===== src/rtl/uart_pkg.sv =====
// Shared definitions for the memory-mapped UART: register offsets, STATUS/CTRL
// bit positions and the TX/RX state encodings.
package uart_pkg;

    localparam logic [3:0] AddrData   = 4'h0;
    localparam logic [3:0] AddrStatus = 4'h4;
    localparam logic [3:0] AddrCtrl   = 4'h8;
    localparam logic [3:0] AddrBaud   = 4'hC;

    localparam int unsigned StatRxNotEmpty = 0;
    localparam int unsigned StatRxFull     = 1;
    localparam int unsigned StatTxFull     = 2;
    localparam int unsigned StatTxEmpty    = 3;
    localparam int unsigned StatTxBusy     = 4;
    localparam int unsigned StatRxOverrun  = 5;
    localparam int unsigned StatRxFrameErr = 6;

    localparam int unsigned CtrlRxEn    = 0;
    localparam int unsigned CtrlTxEn    = 1;
    localparam int unsigned CtrlFlush   = 2;
    localparam int unsigned CtrlIrqRxEn = 3;
    localparam int unsigned CtrlIrqTxEn = 4;

    typedef enum logic [1:0] {TxIdle, TxStart, TxData, TxStop} tx_state_e;
    typedef enum logic [1:0] {RxIdle, RxStart, RxData, RxStop} rx_state_e;

endpackage


===== src/rtl/uart_sync_fifo.sv =====
// Synchronous FIFO with flush. A push and pop in the same cycle are both honoured;
// on an empty FIFO the pushed word falls straight through to rdata_o.
module uart_sync_fifo #(
    parameter int unsigned WIDTH = 8,
    parameter int unsigned DEPTH = 16
) (
    input  logic                    clk_i,
    input  logic                    rst_i,
    input  logic                    flush_i,
    input  logic                    push_i,
    input  logic [WIDTH-1:0]        wdata_i,
    input  logic                    pop_i,
    output logic [WIDTH-1:0]        rdata_o,
    output logic                    full_o,
    output logic                    empty_o,
    output logic [$clog2(DEPTH):0]  level_o
);
    localparam int unsigned PtrW = $clog2(DEPTH);

    logic [WIDTH-1:0] mem_q [DEPTH];
    logic [PtrW-1:0]  wptr_q, wptr_d, rptr_q, rptr_d;
    logic [PtrW:0]    cnt_q, cnt_d;
    logic             do_push, do_pop;

    assign empty_o = (cnt_q == '0);
    assign full_o  = (cnt_q == (PtrW+1)'(DEPTH));
    assign level_o = cnt_q;

    assign do_pop  = pop_i & ~empty_o;
    assign do_push = push_i & ~(empty_o & pop_i) & (~full_o | pop_i);
    assign rdata_o = empty_o ? (push_i ? wdata_i : '0) : mem_q[rptr_q];

    always_comb begin
        wptr_d = wptr_q;
        rptr_d = rptr_q;
        cnt_d  = cnt_q;
        if (flush_i) begin
            wptr_d = '0;
            rptr_d = '0;
            cnt_d  = '0;
        end else begin
            if (do_push) wptr_d = wptr_q + 1'b1;
            if (do_pop)  rptr_d = rptr_q + 1'b1;
            cnt_d = cnt_q + (PtrW+1)'(do_push) - (PtrW+1)'(do_pop);
        end
    end

    always_ff @(posedge clk_i or posedge rst_i) begin
        if (rst_i) begin
            wptr_q <= '0;
            rptr_q <= '0;
            cnt_q  <= '0;
        end else begin
            wptr_q <= wptr_d;
            rptr_q <= rptr_d;
            cnt_q  <= cnt_d;
        end
    end

    always_ff @(posedge clk_i) begin
        if (do_push && !flush_i) mem_q[wptr_q] <= wdata_i;
    end

endmodule


===== src/rtl/uart_fifo.sv =====
// Memory-mapped UART: register block, baud timing, TX shifter and RX sampler
// around a pair of character FIFOs.
module uart_fifo
    import uart_pkg::*;
#(
    parameter int unsigned DATA_BITS   = 8,
    parameter int unsigned FIFO_DEPTH  = 16,
    parameter int unsigned DIV_W       = 16,
    parameter int unsigned DEFAULT_DIV = 868
) (
    input  logic        clk,
    input  logic        rst,
    input  logic        sel_uart,
    input  logic        mem_write,
    input  logic        mem_read,
    input  logic [3:0]  addr,
    input  logic [31:0] write_data,
    output logic [31:0] read_data,
    input  logic        data_in_rx,
    output logic        data_out_tx,
    output logic        irq
);
    localparam int unsigned BitW = $clog2(DATA_BITS);
    localparam int unsigned LvlW = $clog2(FIFO_DEPTH) + 1;

    logic                 wr, rd, flush;
    logic [3:0]           reg_addr;
    logic                 rx_en_q, rx_en_d, tx_en_q, tx_en_d;
    logic                 irq_rx_en_q, irq_rx_en_d, irq_tx_en_q, irq_tx_en_d;
    logic [DIV_W-1:0]     baud_q, baud_d, period, period_m1, half_m1;
    logic                 overrun_q, overrun_d, frame_err_q, frame_err_d;
    logic [31:0]          read_data_q, read_data_d, rd_mux, status;
    logic                 irq_q, irq_d;

    logic                 tx_push, tx_pop, tx_full, tx_empty;
    logic [DATA_BITS-1:0] tx_rdata;
    logic [LvlW-1:0]      tx_level;
    logic                 rx_push, rx_pop, rx_full, rx_empty;
    logic [DATA_BITS-1:0] rx_rdata;
    logic [LvlW-1:0]      rx_level;

    logic unused_bits;
    assign unused_bits = ^{addr[1:0], write_data, tx_level, rx_level};

    assign wr       = sel_uart & mem_write;
    assign rd       = sel_uart & mem_read;
    assign reg_addr = {addr[3:2], 2'b00};
    assign flush    = wr && (reg_addr == AddrCtrl) && write_data[CtrlFlush];

    // Bit period never drops below two clocks so the half-period sample point exists.
    assign period    = (baud_q < DIV_W'(2)) ? DIV_W'(2) : baud_q;
    assign period_m1 = period - 1'b1;
    assign half_m1   = (period >> 1) - 1'b1;

    assign tx_push = wr && (reg_addr == AddrData);
    assign rx_pop  = rd && (reg_addr == AddrData);

    uart_sync_fifo #(.WIDTH(DATA_BITS), .DEPTH(FIFO_DEPTH)) u_tx_fifo (
        .clk_i   (clk),
        .rst_i   (rst),
        .flush_i (flush),
        .push_i  (tx_push),
        .wdata_i (write_data[DATA_BITS-1:0]),
        .pop_i   (tx_pop),
        .rdata_o (tx_rdata),
        .full_o  (tx_full),
        .empty_o (tx_empty),
        .level_o (tx_level)
    );

    // ---------------- TX ----------------
    tx_state_e            tx_state_q, tx_state_d;
    logic [DIV_W-1:0]     tx_cnt_q, tx_cnt_d;
    logic [DATA_BITS-1:0] tx_shift_q, tx_shift_d;
    logic [BitW-1:0]      tx_bit_q, tx_bit_d;
    logic                 tx_tick;

    assign tx_tick = (tx_cnt_q == '0);

    always_ff @(posedge clk or posedge rst) begin
        if (rst) begin
            tx_state_q <= TxIdle;
            tx_cnt_q   <= '0;
            tx_shift_q <= '0;
            tx_bit_q   <= '0;
        end else begin
            tx_state_q <= tx_state_d;
            tx_cnt_q   <= tx_cnt_d;
            tx_shift_q <= tx_shift_d;
            tx_bit_q   <= tx_bit_d;
        end
    end

    always_comb begin
        tx_state_d = tx_state_q;
        tx_cnt_d   = tx_cnt_q;
        tx_shift_d = tx_shift_q;
        tx_bit_d   = tx_bit_q;
        tx_pop     = 1'b0;
        if (flush) begin
            tx_state_d = TxIdle;
            tx_cnt_d   = '0;
        end else begin
            if (!tx_tick) tx_cnt_d = tx_cnt_q - 1'b1;
            unique case (tx_state_q)
                TxIdle: begin
                    if (tx_en_q && !tx_empty) begin
                        tx_pop     = 1'b1;
                        tx_shift_d = tx_rdata;
                        tx_cnt_d   = period_m1;
                        tx_state_d = TxStart;
                    end
                end
                TxStart: begin
                    if (tx_tick) begin
                        tx_state_d = TxData;
                        tx_cnt_d   = period_m1;
                        tx_bit_d   = '0;
                    end
                end
                TxData: begin
                    if (tx_tick) begin
                        tx_cnt_d = period_m1;
                        if (tx_bit_q == BitW'(DATA_BITS - 1)) begin
                            tx_state_d = TxStop;
                        end else begin
                            tx_shift_d = tx_shift_q >> 1;
                            tx_bit_d   = tx_bit_q + 1'b1;
                        end
                    end
                end
                TxStop: begin
                    if (tx_tick) begin
                        if (tx_en_q && !tx_empty) begin
                            tx_pop     = 1'b1;
                            tx_shift_d = tx_rdata;
                            tx_cnt_d   = period_m1;
                            tx_state_d = TxStart;
                        end else begin
                            tx_state_d = TxIdle;
                        end
                    end
                end
                default: tx_state_d = TxIdle;
            endcase
        end
    end

    always_comb begin
        data_out_tx = 1'b1;
        unique case (tx_state_q)
            TxStart: data_out_tx = 1'b0;
            TxData:  data_out_tx = tx_shift_q[0];
            default: data_out_tx = 1'b1;
        endcase
    end

    // ---------------- RX ----------------
    rx_state_e            rx_state_q, rx_state_d;
    logic [DIV_W-1:0]     rx_cnt_q, rx_cnt_d;
    logic [DATA_BITS-1:0] rx_shift_q, rx_shift_d;
    logic [BitW-1:0]      rx_bit_q, rx_bit_d;
    logic [2:0]           rx_sync_q;
    logic                 rx_done_q, rx_done_d;
    logic                 rx_s, rx_fall, rx_tick, frame_set, overrun_set;

    // [0],[1] form the synchroniser; [2] is the previous synchronised value.
    assign rx_s    = rx_sync_q[1];
    assign rx_fall = rx_sync_q[2] & ~rx_sync_q[1];
    assign rx_tick = (rx_cnt_q == '0);

    assign rx_push     = rx_done_q & (~rx_full | rx_pop);
    assign overrun_set = rx_done_q & rx_full & ~rx_pop;

    uart_sync_fifo #(.WIDTH(DATA_BITS), .DEPTH(FIFO_DEPTH)) u_rx_fifo (
        .clk_i   (clk),
        .rst_i   (rst),
        .flush_i (flush),
        .push_i  (rx_push),
        .wdata_i (rx_shift_q),
        .pop_i   (rx_pop),
        .rdata_o (rx_rdata),
        .full_o  (rx_full),
        .empty_o (rx_empty),
        .level_o (rx_level)
    );

    always_ff @(posedge clk or posedge rst) begin
        if (rst) begin
            rx_sync_q  <= 3'b111;
            rx_state_q <= RxIdle;
            rx_cnt_q   <= '0;
            rx_shift_q <= '0;
            rx_bit_q   <= '0;
            rx_done_q  <= 1'b0;
        end else begin
            rx_sync_q  <= {rx_sync_q[1:0], data_in_rx};
            rx_state_q <= rx_state_d;
            rx_cnt_q   <= rx_cnt_d;
            rx_shift_q <= rx_shift_d;
            rx_bit_q   <= rx_bit_d;
            rx_done_q  <= rx_done_d;
        end
    end

    always_comb begin
        rx_state_d = rx_state_q;
        rx_cnt_d   = rx_cnt_q;
        rx_shift_d = rx_shift_q;
        rx_bit_d   = rx_bit_q;
        rx_done_d  = 1'b0;
        frame_set  = 1'b0;
        if (flush || !rx_en_q) begin
            rx_state_d = RxIdle;
            rx_cnt_d   = '0;
        end else begin
            if (!rx_tick) rx_cnt_d = rx_cnt_q - 1'b1;
            unique case (rx_state_q)
                RxIdle: begin
                    if (rx_fall) begin
                        rx_state_d = RxStart;
                        rx_cnt_d   = half_m1;
                    end
                end
                RxStart: begin
                    if (rx_tick) begin
                        if (rx_s) begin
                            rx_state_d = RxIdle;
                        end else begin
                            rx_state_d = RxData;
                            rx_cnt_d   = period_m1;
                            rx_bit_d   = '0;
                        end
                    end
                end
                RxData: begin
                    if (rx_tick) begin
                        rx_shift_d = {rx_s, rx_shift_q[DATA_BITS-1:1]};
                        rx_cnt_d   = period_m1;
                        if (rx_bit_q == BitW'(DATA_BITS - 1)) rx_state_d = RxStop;
                        else rx_bit_d = rx_bit_q + 1'b1;
                    end
                end
                RxStop: begin
                    if (rx_tick) begin
                        rx_state_d = RxIdle;
                        if (rx_s) rx_done_d = 1'b1;
                        else frame_set = 1'b1;
                    end
                end
                default: rx_state_d = RxIdle;
            endcase
        end
    end

    // ---------------- Registers ----------------
    always_comb begin
        rx_en_d     = rx_en_q;
        tx_en_d     = tx_en_q;
        irq_rx_en_d = irq_rx_en_q;
        irq_tx_en_d = irq_tx_en_q;
        baud_d      = baud_q;
        overrun_d   = overrun_q;
        frame_err_d = frame_err_q;
        if (wr) begin
            case (reg_addr)
                AddrStatus: begin
                    if (write_data[StatRxOverrun])  overrun_d   = 1'b0;
                    if (write_data[StatRxFrameErr]) frame_err_d = 1'b0;
                end
                AddrCtrl: begin
                    rx_en_d     = write_data[CtrlRxEn];
                    tx_en_d     = write_data[CtrlTxEn];
                    irq_rx_en_d = write_data[CtrlIrqRxEn];
                    irq_tx_en_d = write_data[CtrlIrqTxEn];
                end
                AddrBaud: baud_d = write_data[DIV_W-1:0];
                default: ;
            endcase
        end
        if (overrun_set) overrun_d   = 1'b1;
        if (frame_set)   frame_err_d = 1'b1;
    end

    always_comb begin
        status                 = '0;
        status[StatRxNotEmpty] = ~rx_empty;
        status[StatRxFull]     = rx_full;
        status[StatTxFull]     = tx_full;
        status[StatTxEmpty]    = tx_empty;
        status[StatTxBusy]     = (tx_state_q != TxIdle);
        status[StatRxOverrun]  = overrun_q;
        status[StatRxFrameErr] = frame_err_q;
    end

    always_comb begin
        rd_mux = '0;
        case (reg_addr)
            AddrData:   rd_mux = 32'(rx_rdata);
            AddrStatus: rd_mux = status;
            AddrCtrl: begin
                rd_mux[CtrlRxEn]    = rx_en_q;
                rd_mux[CtrlTxEn]    = tx_en_q;
                rd_mux[CtrlIrqRxEn] = irq_rx_en_q;
                rd_mux[CtrlIrqTxEn] = irq_tx_en_q;
            end
            AddrBaud:   rd_mux = 32'(baud_q);
            default:    rd_mux = '0;
        endcase
        read_data_d = rd ? rd_mux : read_data_q;
        irq_d = (irq_rx_en_q & ~rx_empty) | (irq_tx_en_q & tx_empty) | overrun_q | frame_err_q;
    end

    always_ff @(posedge clk or posedge rst) begin
        if (rst) begin
            rx_en_q     <= 1'b0;
            tx_en_q     <= 1'b0;
            irq_rx_en_q <= 1'b0;
            irq_tx_en_q <= 1'b0;
            baud_q      <= DIV_W'(DEFAULT_DIV);
            overrun_q   <= 1'b0;
            frame_err_q <= 1'b0;
            read_data_q <= '0;
            irq_q       <= 1'b0;
        end else begin
            rx_en_q     <= rx_en_d;
            tx_en_q     <= tx_en_d;
            irq_rx_en_q <= irq_rx_en_d;
            irq_tx_en_q <= irq_tx_en_d;
            baud_q      <= baud_d;
            overrun_q   <= overrun_d;
            frame_err_q <= frame_err_d;
            read_data_q <= read_data_d;
            irq_q       <= irq_d;
        end
    end

    assign read_data = read_data_q;
    assign irq       = irq_q;

endmodule


===== config.mk =====
export PLATFORM = sky130hd
export DESIGN_NAME = uart_fifo
export DESIGN_NICKNAME = d
export VERILOG_FILES = /design/src/rtl/uart_pkg.sv /design/src/rtl/uart_sync_fifo.sv /design/src/rtl/uart_fifo.sv
export SDC_FILE = /design/constraint.sdc
export NUM_CORES = 1
export LEC_CHECK = 0
export ABC_AREA = 1
export CAP_MARGIN = 5
export CORE_MARGIN = 2
export CORE_UTILIZATION = 40
export DETAILED_ROUTE_END_ITERATION = 8
export PLACE_DENSITY = 0.61
export SLEW_MARGIN = 20
export SYNTH_ARGS = -nofsm -noshare
export SYNTH_HDL_FRONTEND = slang
export SYNTH_SLANG_ARGS = --single-unit

===== constraint.sdc =====
create_clock -name clk -period 6.5 [get_ports clk]
set_input_delay 1.95 -clock clk [delete_from_list [all_inputs] [get_ports clk]]
set_output_delay 1.95 -clock clk [all_outputs]
set_load 0.01 [all_outputs]

# Word-level counts from Yosys, hierarchy flattened
# Memories as Yosys holds them, arrays and structs flattened.
# Index checks and enable logic that the tools add are counted.
dict set report word_totals {
  register_bits 143
  mem_bits_rw 256
  input_bits 42
  out_inout_bits 34
  n_memories 2
}
dict set report op_classes {
  add_sub_neg 14
  magnitude_cmp 1
  n_eq_ne 31
  n_mux 87
  bitwise 31
  n_reduce_logical 43
}
# name words word_bits read_ports rd_ports_with_merged_regs write_ports line_no
set memory_table {}
lappend memory_table {u_rx_fifo.mem_q 16 8 1 0 1 uart_sync_fifo.sv:20} ;# logic [WIDTH-1:0] mem_q [DEPTH];
lappend memory_table {u_tx_fifo.mem_q 16 8 1 0 1 uart_sync_fifo.sv:20}
# cell n
set op_table {}
lappend op_table {{$mux 16} 12}
lappend op_table {{$pmux 16 s3} 2}
lappend op_table {{$mux 8} 8}
lappend op_table {{$sub 16x1->16 const B} 3}
lappend op_table {{$pmux 11 s3} 1}
lappend op_table {{$logic_not 16->1} 2}
lappend op_table {{$mux 4} 8}
lappend op_table {{$pmux 2 s4} 4}
lappend op_table {{$ne 3x3->1 const B} 10}
lappend op_table {{$mux 2} 13}
lappend op_table {{$reduce_bool 2->1} 13}
lappend op_table {{$mux 1} 24}
lappend op_table {{$pmux 8 s3} 1}
lappend op_table {{$mux 3} 7}
lappend op_table {{$reduce_and 5->1} 4}
lappend op_table {{$add 4x1->4 const B} 4}
lappend op_table {{$and 1x1->1} 16}
lappend op_table {{$lt 16x2->1 const B} 1}
lappend op_table {{$ne 2x2->1 const B} 8}
lappend op_table {{$sub 15x1->16 const B} 1}
lappend op_table {{$eq 2x2->1 const B} 6}
lappend op_table {{$pmux 3 s2} 2}
lappend op_table {{$add 5x1->5} 2}
lappend op_table {{$eq 5x5->1 const B} 2}
lappend op_table {{20 further kinds} 53}

# Depth between registers and ports, before layout
# Gate-level depths: netlist of the first run.
dict set report logic_depth {
  depth_word 14
  mapped_depth 18
  depth_no_buf 18
}

# By module
# From an unflattened synthesis of the first run, not the netlist that was laid out.
dict set report unflattened {
  cells_unflattened 2368
  hier_area_um2 20463.4
}
# mod n_inst cells_each area_per_inst_um2
set by_module_without_submodules {}
lappend by_module_without_submodules {uart_fifo 1 1020 7185.6}
lappend by_module_without_submodules {{uart_sync_fifo at u_tx_fifo} 1 672 6640.1}
lappend by_module_without_submodules {{uart_sync_fifo at u_rx_fifo} 1 676 6637.6}

# Least setup slack after synthesis of the first run
# OpenSTA, ideal clock, no wires.
dict set report synth_timing {
  path_type {in2reg}
  startpoint {input sel_uart}
  endpoint {register u_tx_fifo.cnt_q[4], in the netlist u_tx_fifo.level_o[4]}
  arrival_ps 3826
  required_ps 6379
  slack_ps 2553
  path_stages 14
  path_buffers 0
  path_cell_list {nand2_1 -> nor2_8 -> nand2_4 -> nand4_4 -> inv_1 -> ha_1 -> inv_1 -> ha_1 -> fa_1 -> nand2_1 -> a21oi_1 -> nor2_1 -> xor2_1 -> nor2_1}
}
dict set report synth_via {
  elab_chain_cells 11
}
# element line_no
set synth_lines {}
lappend synth_lines {{start: declaration} uart_fifo.sv:13} ;# input logic sel_uart,
lappend synth_lines {{$and 1x1->1 *} uart_fifo.sv:45} ;# assign wr = sel_uart & mem_write;
lappend synth_lines {{$logic_and 1x1->1 (2 in series)} uart_fifo.sv:48} ;# assign flush = wr && (reg_addr == AddrCtrl) && write_data[CtrlFlush];
lappend synth_lines {{$mux 1} uart_fifo.sv:100} ;# if (flush) begin
lappend synth_lines {{$and 1x1->1} uart_sync_fifo.sv:30} ;# assign do_push = push_i & ~(empty_o & pop_i) & (~full_o | pop_i);
lappend synth_lines {{$not 1->1} uart_sync_fifo.sv:30}
lappend synth_lines {{$and 1x1->1 (2 in series)} uart_sync_fifo.sv:30}
lappend synth_lines {{$add 5x1->5} uart_sync_fifo.sv:44} ;# cnt_d = cnt_q + (PtrW+1)'(do_push) - (PtrW+1)'(do_pop);
lappend synth_lines {{$sub 5x1->5} uart_sync_fifo.sv:44}
lappend synth_lines {{$mux 5 *} uart_sync_fifo.sv:37} ;# if (flush_i) begin
lappend synth_lines {{named net u_tx_fifo.cnt_d[4]} uart_sync_fifo.sv:22} ;# logic [PtrW:0] cnt_q, cnt_d;
lappend synth_lines {{end signal: assignment} uart_sync_fifo.sv:56} ;# cnt_q <= cnt_d;
lappend synth_lines {{end: declaration} uart_sync_fifo.sv:22}
# The timed path passes the listed nets; every way through them passes the cells marked *.
# A chain may end at the register's enable or synchronous reset.

# Final worst setup path of the first run
dict set report layout_timing {
  startpoint {input addr[2]}
  endpoint {register rx_shift_q[1]}
}
dict set report layout_via {
  elab_chain_cells 6
}
# element line_no
set layout_lines {}
lappend layout_lines {{start: declaration} uart_fifo.sv:16} ;# input logic [3:0] addr,
lappend layout_lines {{$eq 2x2->1} uart_fifo.sv:48}
lappend layout_lines {{$logic_and 1x1->1 (2 in series)} uart_fifo.sv:48}
lappend layout_lines {{$logic_or 1x1->1} uart_fifo.sv:213} ;# if (flush || !rx_en_q) begin
lappend layout_lines {{$not 1->1 (no source line)} -}
lappend layout_lines {{$reduce_and 3->1 (no source line)} -}
lappend layout_lines {{end signal: assignment} uart_fifo.sv:200} ;# rx_shift_q <= rx_shift_d;
lappend layout_lines {{end: declaration} uart_fifo.sv:161} ;# logic [DATA_BITS-1:0] rx_shift_q, rx_shift_d;
# Every way passes these cells.

==> impl_metrics.toml, run 1 <==
[final_layout]
multiInputGateArea_mm2 = 0.00707
regArea_mm2 = 0.0109
fin_nets = 2138
area_growth_pct = 11.7
drive_gt1_share_pct = 8.33
fillerInstances = 4537
fin_area_mm2 = 0.0214
n_antenna_cell = 0

[timing]
setup_viol = 0
fmax_mhz = 218
grt_setup_unrepaired = "no"
setup_ws_ps = 1920
relSlewSlack_pct = 32.4
clock_skew_ps = 29.9
final.min_clock_period_ps = 4580
hold_violations = 0
worstMarginPinSlew_ps = 1010
maxSlewViolCount = 0
period_share_pct = 70.5
setup_tns_ps = 0

[setup_path]
arrival_ps = 5080
cp-start-kind = "primary input"
critPathTopFamily = "buffers and inverters"
cpPeakStageDelay_ps = 660
cp_num_buf_inv = 4
crit_fanout = 39
worstSetupPathType = "in2reg"
worstPathRequired_ps = 7000
cpMaxStageDelayCell = "clkdlybuf4s50_1"
path_cells = "clkdlybuf4s50_1 -> inv_2 -> nand2_2 -> nor2_8 -> nand2_4 -> buf_4 -> nand2_1 -> inv_1 -> nand3_2 -> o21ai_0"
endpoint_kind = "flip-flop"

[status]
status = "complete, no violations"

[floorplanning]
rows = 80
core_mm2 = 0.0474
start_util_pct = 40.4
die_h_um = 223
die_w_um = 223
fp.dieArea_mm2 = 0.0496
num_io_pins = 76

[synthesis]
synthesis.area_mm2 = 0.0191
synth_cell_types = 61
synthCells = 2037
yosysTopAreaCell = "edfxtp_1"
synth_area_leaders = "edfxtp_1 40%, dfrtp_1 16%, nand2_1 8.3%"
synth_edf_count = 256
ys_ff_latch = 383
yosysSeqAreaShare_pct = 56.8
async_flop_share_pct = 33.2
synth_ff_type = "edfxtp_1"
yosysTopAreaCellShare_pct = 40.2
ys_warn_count = 0
synth_area_per_cell_um2 = 9.40

[pwr]
p_per_area_mw_per_mm2 = 415
total_power_uw = 8870
vdd_drop_max_mv = 0.228
p_leak_uw = 0.00875

[detailed_routing]
dr.pass1.iters = 5
drtIter0Drc = 1193
ant_nets = 0
drt_wl_total_mm = 48.9
vias = 14448
drc = 0
viasPerCell = 5.34
routedWlPerCell_um = 18.1

[place]
dpl_cell_area_mm2 = 0.0200
gp_congestion = 0.910
place_hpwl_mm = 32.5
portBuffers = 41
dp_slack_ps = 1350

[clock_tree]
cts_hold_buf = 0
cts_tree = "built"
clock-sinks = 383
h-tree-depth = 2
cts_buffers = 42
post_cts_resize_count = 0
clk_latency_ps = 590
cts_setup_buffers = 0
cts.clk_slew.worst_paths_ps = 60
root_buffer = "clkbuf_16"
cts_buffer_depth = 3

[global_routing]
grt_max_degree = 89
grt_pass1_wl_mm = 77.7
grt_pass1_vias = 14091
grt.overflow.total = 0
antenna_found_initial = 0
track_usage_pct = 19.9

[worst_hold_path]
hold_path_class = "reg2reg"

[flow_run]
maxCapViolCount = 0
-- sequential cells by signal (all words and copies together) (netlist names), 4 cells and up --
name               cells
rx_shift_q             8
u_tx_fifo.rptr_q       4
u_tx_fifo.wptr_q       4
rx_cnt_q              16
u_rx_fifo.level_o      5
baud_q                16
u_tx_fifo.mem_q      128
read_data             16
tx_shift_q             8
u_rx_fifo.rptr_q       4
u_tx_fifo.level_o      5
u_rx_fifo.wptr_q       4
u_rx_fifo.mem_q      128
tx_cnt_q              16
-- synth_stat cells, types with 8 or more instances --
library cell,n
o21ai_1,19
or2_2,12
dfrtp_1,119
nand2_1,421
o221ai_1,23
nand2_2,9
nor2_1,236
nand3_1,111
xor2_1,18
o211ai_1,19
inv_1,190
ha_1,38
buf_2,31
edfxtp_1,256
xnor2_1,8
a221oi_1,12
nor2_2,13
nand3_2,13
inv_2,10
a21oi_1,106
o21ai_0,189
clkbuf_1,34
nor3_1,16
nand4_1,15
dfstp_2,8
buf_4,18
-- worst register-to-register path, stage by stage (launching register included) --
cell and delay [ps]:
dfrtp_1 380, inv_1 100, ha_1 180, nand3_1 80, nor2_1 540, inv_1 300
nand2_1 210, inv_1 100, ha_1 280, inv_1 40, ha_1 210, fa_1 410
nand2_1 100, a21oi_1 70, nor2_1 130, xor2_1 160, nor2_1 60
-- stage by stage --
stage          util, %  hold slack, ps  std cells
6_report          45.1             355       2705
5_1_grt           45.1             364       2705
4_1_cts           45.1             356       2705
3_5_place_dp      42.1             347       2627
3_3_place_gp      42.1             346       2627
2_1_floorplan        -             345       2052
-- worst paths after layout --
path | from | end | slack (ps) | cells past startpoint
max | addr[2] | rx_shift_q[1] | 1920 | 10
min | rx_sync_q[0] | rx_sync_q[1] | 350 | 0
max reg2reg | u_rx_fifo.level_o[2] | u_rx_fifo.level_o[4] | 3020 | 16
min reg2reg | rx_sync_q[0] | rx_sync_q[1] | 350 | 0
max in group asynchronous | rst | tx_cnt_q[9] | 3520 | 3
min in group asynchronous | rst | rx_shift_q[1] | 1890 | 2
-- cell usage in the layout, fill, tap and decap left out, types with 7 or more instances in the layout --
master           count
clkbuf_1            13
xor2_1              18
clkinv_2             7
clkinv_1            12
dfstp_2              8
inv_2                9
clkdlybuf4s50_1     41
a21oi_1            106
nor3_1              16
nand3_1            111
nand2_2              9
o22ai_1              7
o21ai_1             19
or2_2               12
ha_1                38
o21ai_0            189
nor2_1             235
conb_1              16
xnor2_1              8
o221ai_1            23
nand3_2             13
edfxtp_1           256
nand4_1             15
nor2_2              14
nand2_1            421
dfrtp_1            118
a221oi_1            12
inv_1              189
buf_4                9
o211ai_1            19
clkbuf_16           42
-- area by class of cell --
class	count	area share [%]
inverters	210	3.74
clock buffers	61	5.53
clock inverters	17	0.948
flip-flops and latches	383	50.9
well taps	615	3.60
repair buffers	50	2.24
multi-input cells	1369	33.1
-- where the power goes --
| part | internal, uW | switching [uW] | total (uW) |
|---|---|---|---|
| Combinational | 1110 | 2220 | 3340 |
| Clock | 1400 | 1000 | 2400 |
| Sequential | 2850 | 284 | 3140 |
| Total | 5360 | 3510 | 8870 |
-- cell families after synthesis --
family / Yosys count / synth area share (%)
AO/OA/AOI/OAI: 413 / 12.5
AND/OR/NAND/NOR: 874 / 20.2
buffers and inverters: 300 / 6.57
adder cells (fa/ha/maj): 40 / 2.69
other: 1 / 0.0196
XOR/XNOR: 26 / 1.19
flip-flops: 383 / 56.8
-- per-layer routing --
metal	wire (um)	GRT usage, %	up-vias	share of wire, %
li1	-	-	6919	-
met1	21700	27.3	6957	44
met2	22100	31.3	468	45
met3	3350	3.49	104	6.9
met4	1730	8.05	0	3.5
met5	0	0	-	0
(Power assumes the default switching activity.)
==> inputs of run 2 (changes only) <==
==> constraint.sdc (replaced) <==
create_clock -name clk -period 4.4 [get_ports clk]
set_input_delay 1.32 -clock clk [delete_from_list [all_inputs] [get_ports clk]]
set_output_delay 1.32 -clock clk [all_outputs]
set_load 0.01 [all_outputs]
==> run 2 against run 1 <==
Effect of this change: highest routed layer unchanged; via count is 1.0% higher; count of clock-buffer cells in the layout is 8 higher; setup slack got worse by 1300 ps.
==> impl_metrics.toml, run 2 (synthesis results as in run 1) <==
[timing]
period_share_pct = 86.1
fmax_mhz = 264
final.min_clock_period_ps = 3790
maxSlewViolCount = 0
clock_skew_ps = 18.2
grt_setup_unrepaired = "no"
holdWs_ps = 357
relSlewSlack_pct = 29.5
hold_violations = 0
setup_tns_ps = 0
worstMarginPinSlew_ps = 1050
setup_viol = 0

[detailed_routing]
drc = 0
viasPerCell = 5.31
drtIter0Drc = 1068
vias = 14599
routedWlPerCell_um = 18.1
drt_wl_total_mm = 49.7
ant_nets = 0
dr.pass1.iters = 5

[setup_path]
cpPeakStageDelay_ps = 610
path_cells = "inv_1 -> ha_1 -> nand2_1 -> o21ai_0 -> clkdlybuf4s50_1"
worstSetupPathType = "reg2out"
cpMaxStageDelayCell = "clkdlybuf4s50_1"
endpoint_kind = "output port"
crit_fanout = 15
critPathTopFamily = "buffers and inverters"
arrival_ps = 2470
worstPathRequired_ps = 3080
cp-start-kind = "flip-flop"
cp_num_buf_inv = 2

[pwr]
p_leak_uw = 0.00899
p_per_area_mw_per_mm2 = 602
vdd_drop_max_mv = 0.383

[global_routing]
grt_pass1_wl_mm = 78.9
grt_max_degree = 60
grt.overflow.total = 0
track_usage_pct = 20.3
grt_pass1_vias = 14324
antenna_found_initial = 0

[clock_tree]
cts.clk_slew.worst_paths_ps = 60
cts_buffer_depth = 3
h-tree-depth = 2
cts_tree = "built"
clock-sinks = 383
root_buffer = "clkbuf_16"
post_cts_resize_count = 0
cts_buffers = 42
cts_hold_buf = 0
clk_latency_ps = 570
cts_setup_buffers = 0

[place]
placed_cells = 2671
gp_congestion = 0.923
place_hpwl_mm = 33.3
portBuffers = 41

[floorplanning]
rows = 80
start_util_pct = 40.4
fp.dieArea_mm2 = 0.0496
die_w_um = 223
core_mm2 = 0.0474
num_io_pins = 76
die_h_um = 223

[final_layout]
layout_common_cells = "421 x nand2_1, 256 x edfxtp_1, 235 x nor2_1, 189 x inv_1, 189 x o21ai_0"
stdcell_count = 2749
fillerInstances = 4446
reg_top3 = "u_rx_fifo.mem_q: 128 flops, u_tx_fifo.mem_q: 128 flops"
drive_gt1_share_pct = 10.2
multiInputGateArea_mm2 = 0.00707
final_common_cell = "nand2_1"
regArea_mm2 = 0.0109
area_growth_pct = 13.2
n_antenna_cell = 0
final_core_util_pct = 45.7
fin_nets = 2182

[worst_hold_path]
hold_path_class = "reg2reg"

[flow_run]
maxCapViolCount = 0

[status]
status = "complete, no violations"
==> run 2: worst paths after layout <==
kind,startpoint,end,slack [ps],cells after the start
max,tx_state_q[0],data_out_tx,610,5
min,rx_sync_q[1],rx_sync_q[2],360,0
max reg2reg,baud_q[7],rx_cnt_q[14],1160,15
min reg2reg,rx_sync_q[1],rx_sync_q[2],360,0
max in group asynchronous,rst,baud_q[2],2330,3
min in group asynchronous,rst,read_data[6],1260,2
==> run 2: area by class of cell <==
type	instances	share of cell area, %
clock inverter	9	0.421
timing repair buffer	94	3.84
inverter	210	3.67
multi-input combinational	1369	32.6
tap	615	3.55
sequential	383	50.2
clock buffer	69	5.73
==> run 2: report_power, final <==
part | total [uW] | switching (uW) | internal [uW]
clock | 3420 | 1430 | 1990
sequential | 4580 | 364 | 4220
combinational | 5050 | 3360 | 1690
==> run 2: per-stage QoR <==
stage	total power, uW	worst slack (ps)	area (um2)
2_1_floorplan	8260	1080	19200
3_3_place_gp	9560	205	20300
3_5_place_dp	9650	189	20300
4_1_cts	13100	515	21700
5_1_grt	14000	436	21700
6_report	13100	613	21700
==> run 2: routing by layer <==
| metal | share of wire (%) | wire length [um] | up-vias | track usage [%] |
|---|---|---|---|---|
| li1 | - | - | 7025 | - |
| met2 | 46 | 23000 | 419 | 32.6 |
| met5 | 0 | 0 | - | 0 |
| met1 | 45 | 22600 | 7062 | 28.1 |
| met3 | 5.3 | 2610 | 93 | 2.82 |
| met4 | 3.0 | 1490 | 0 | 7.34 |
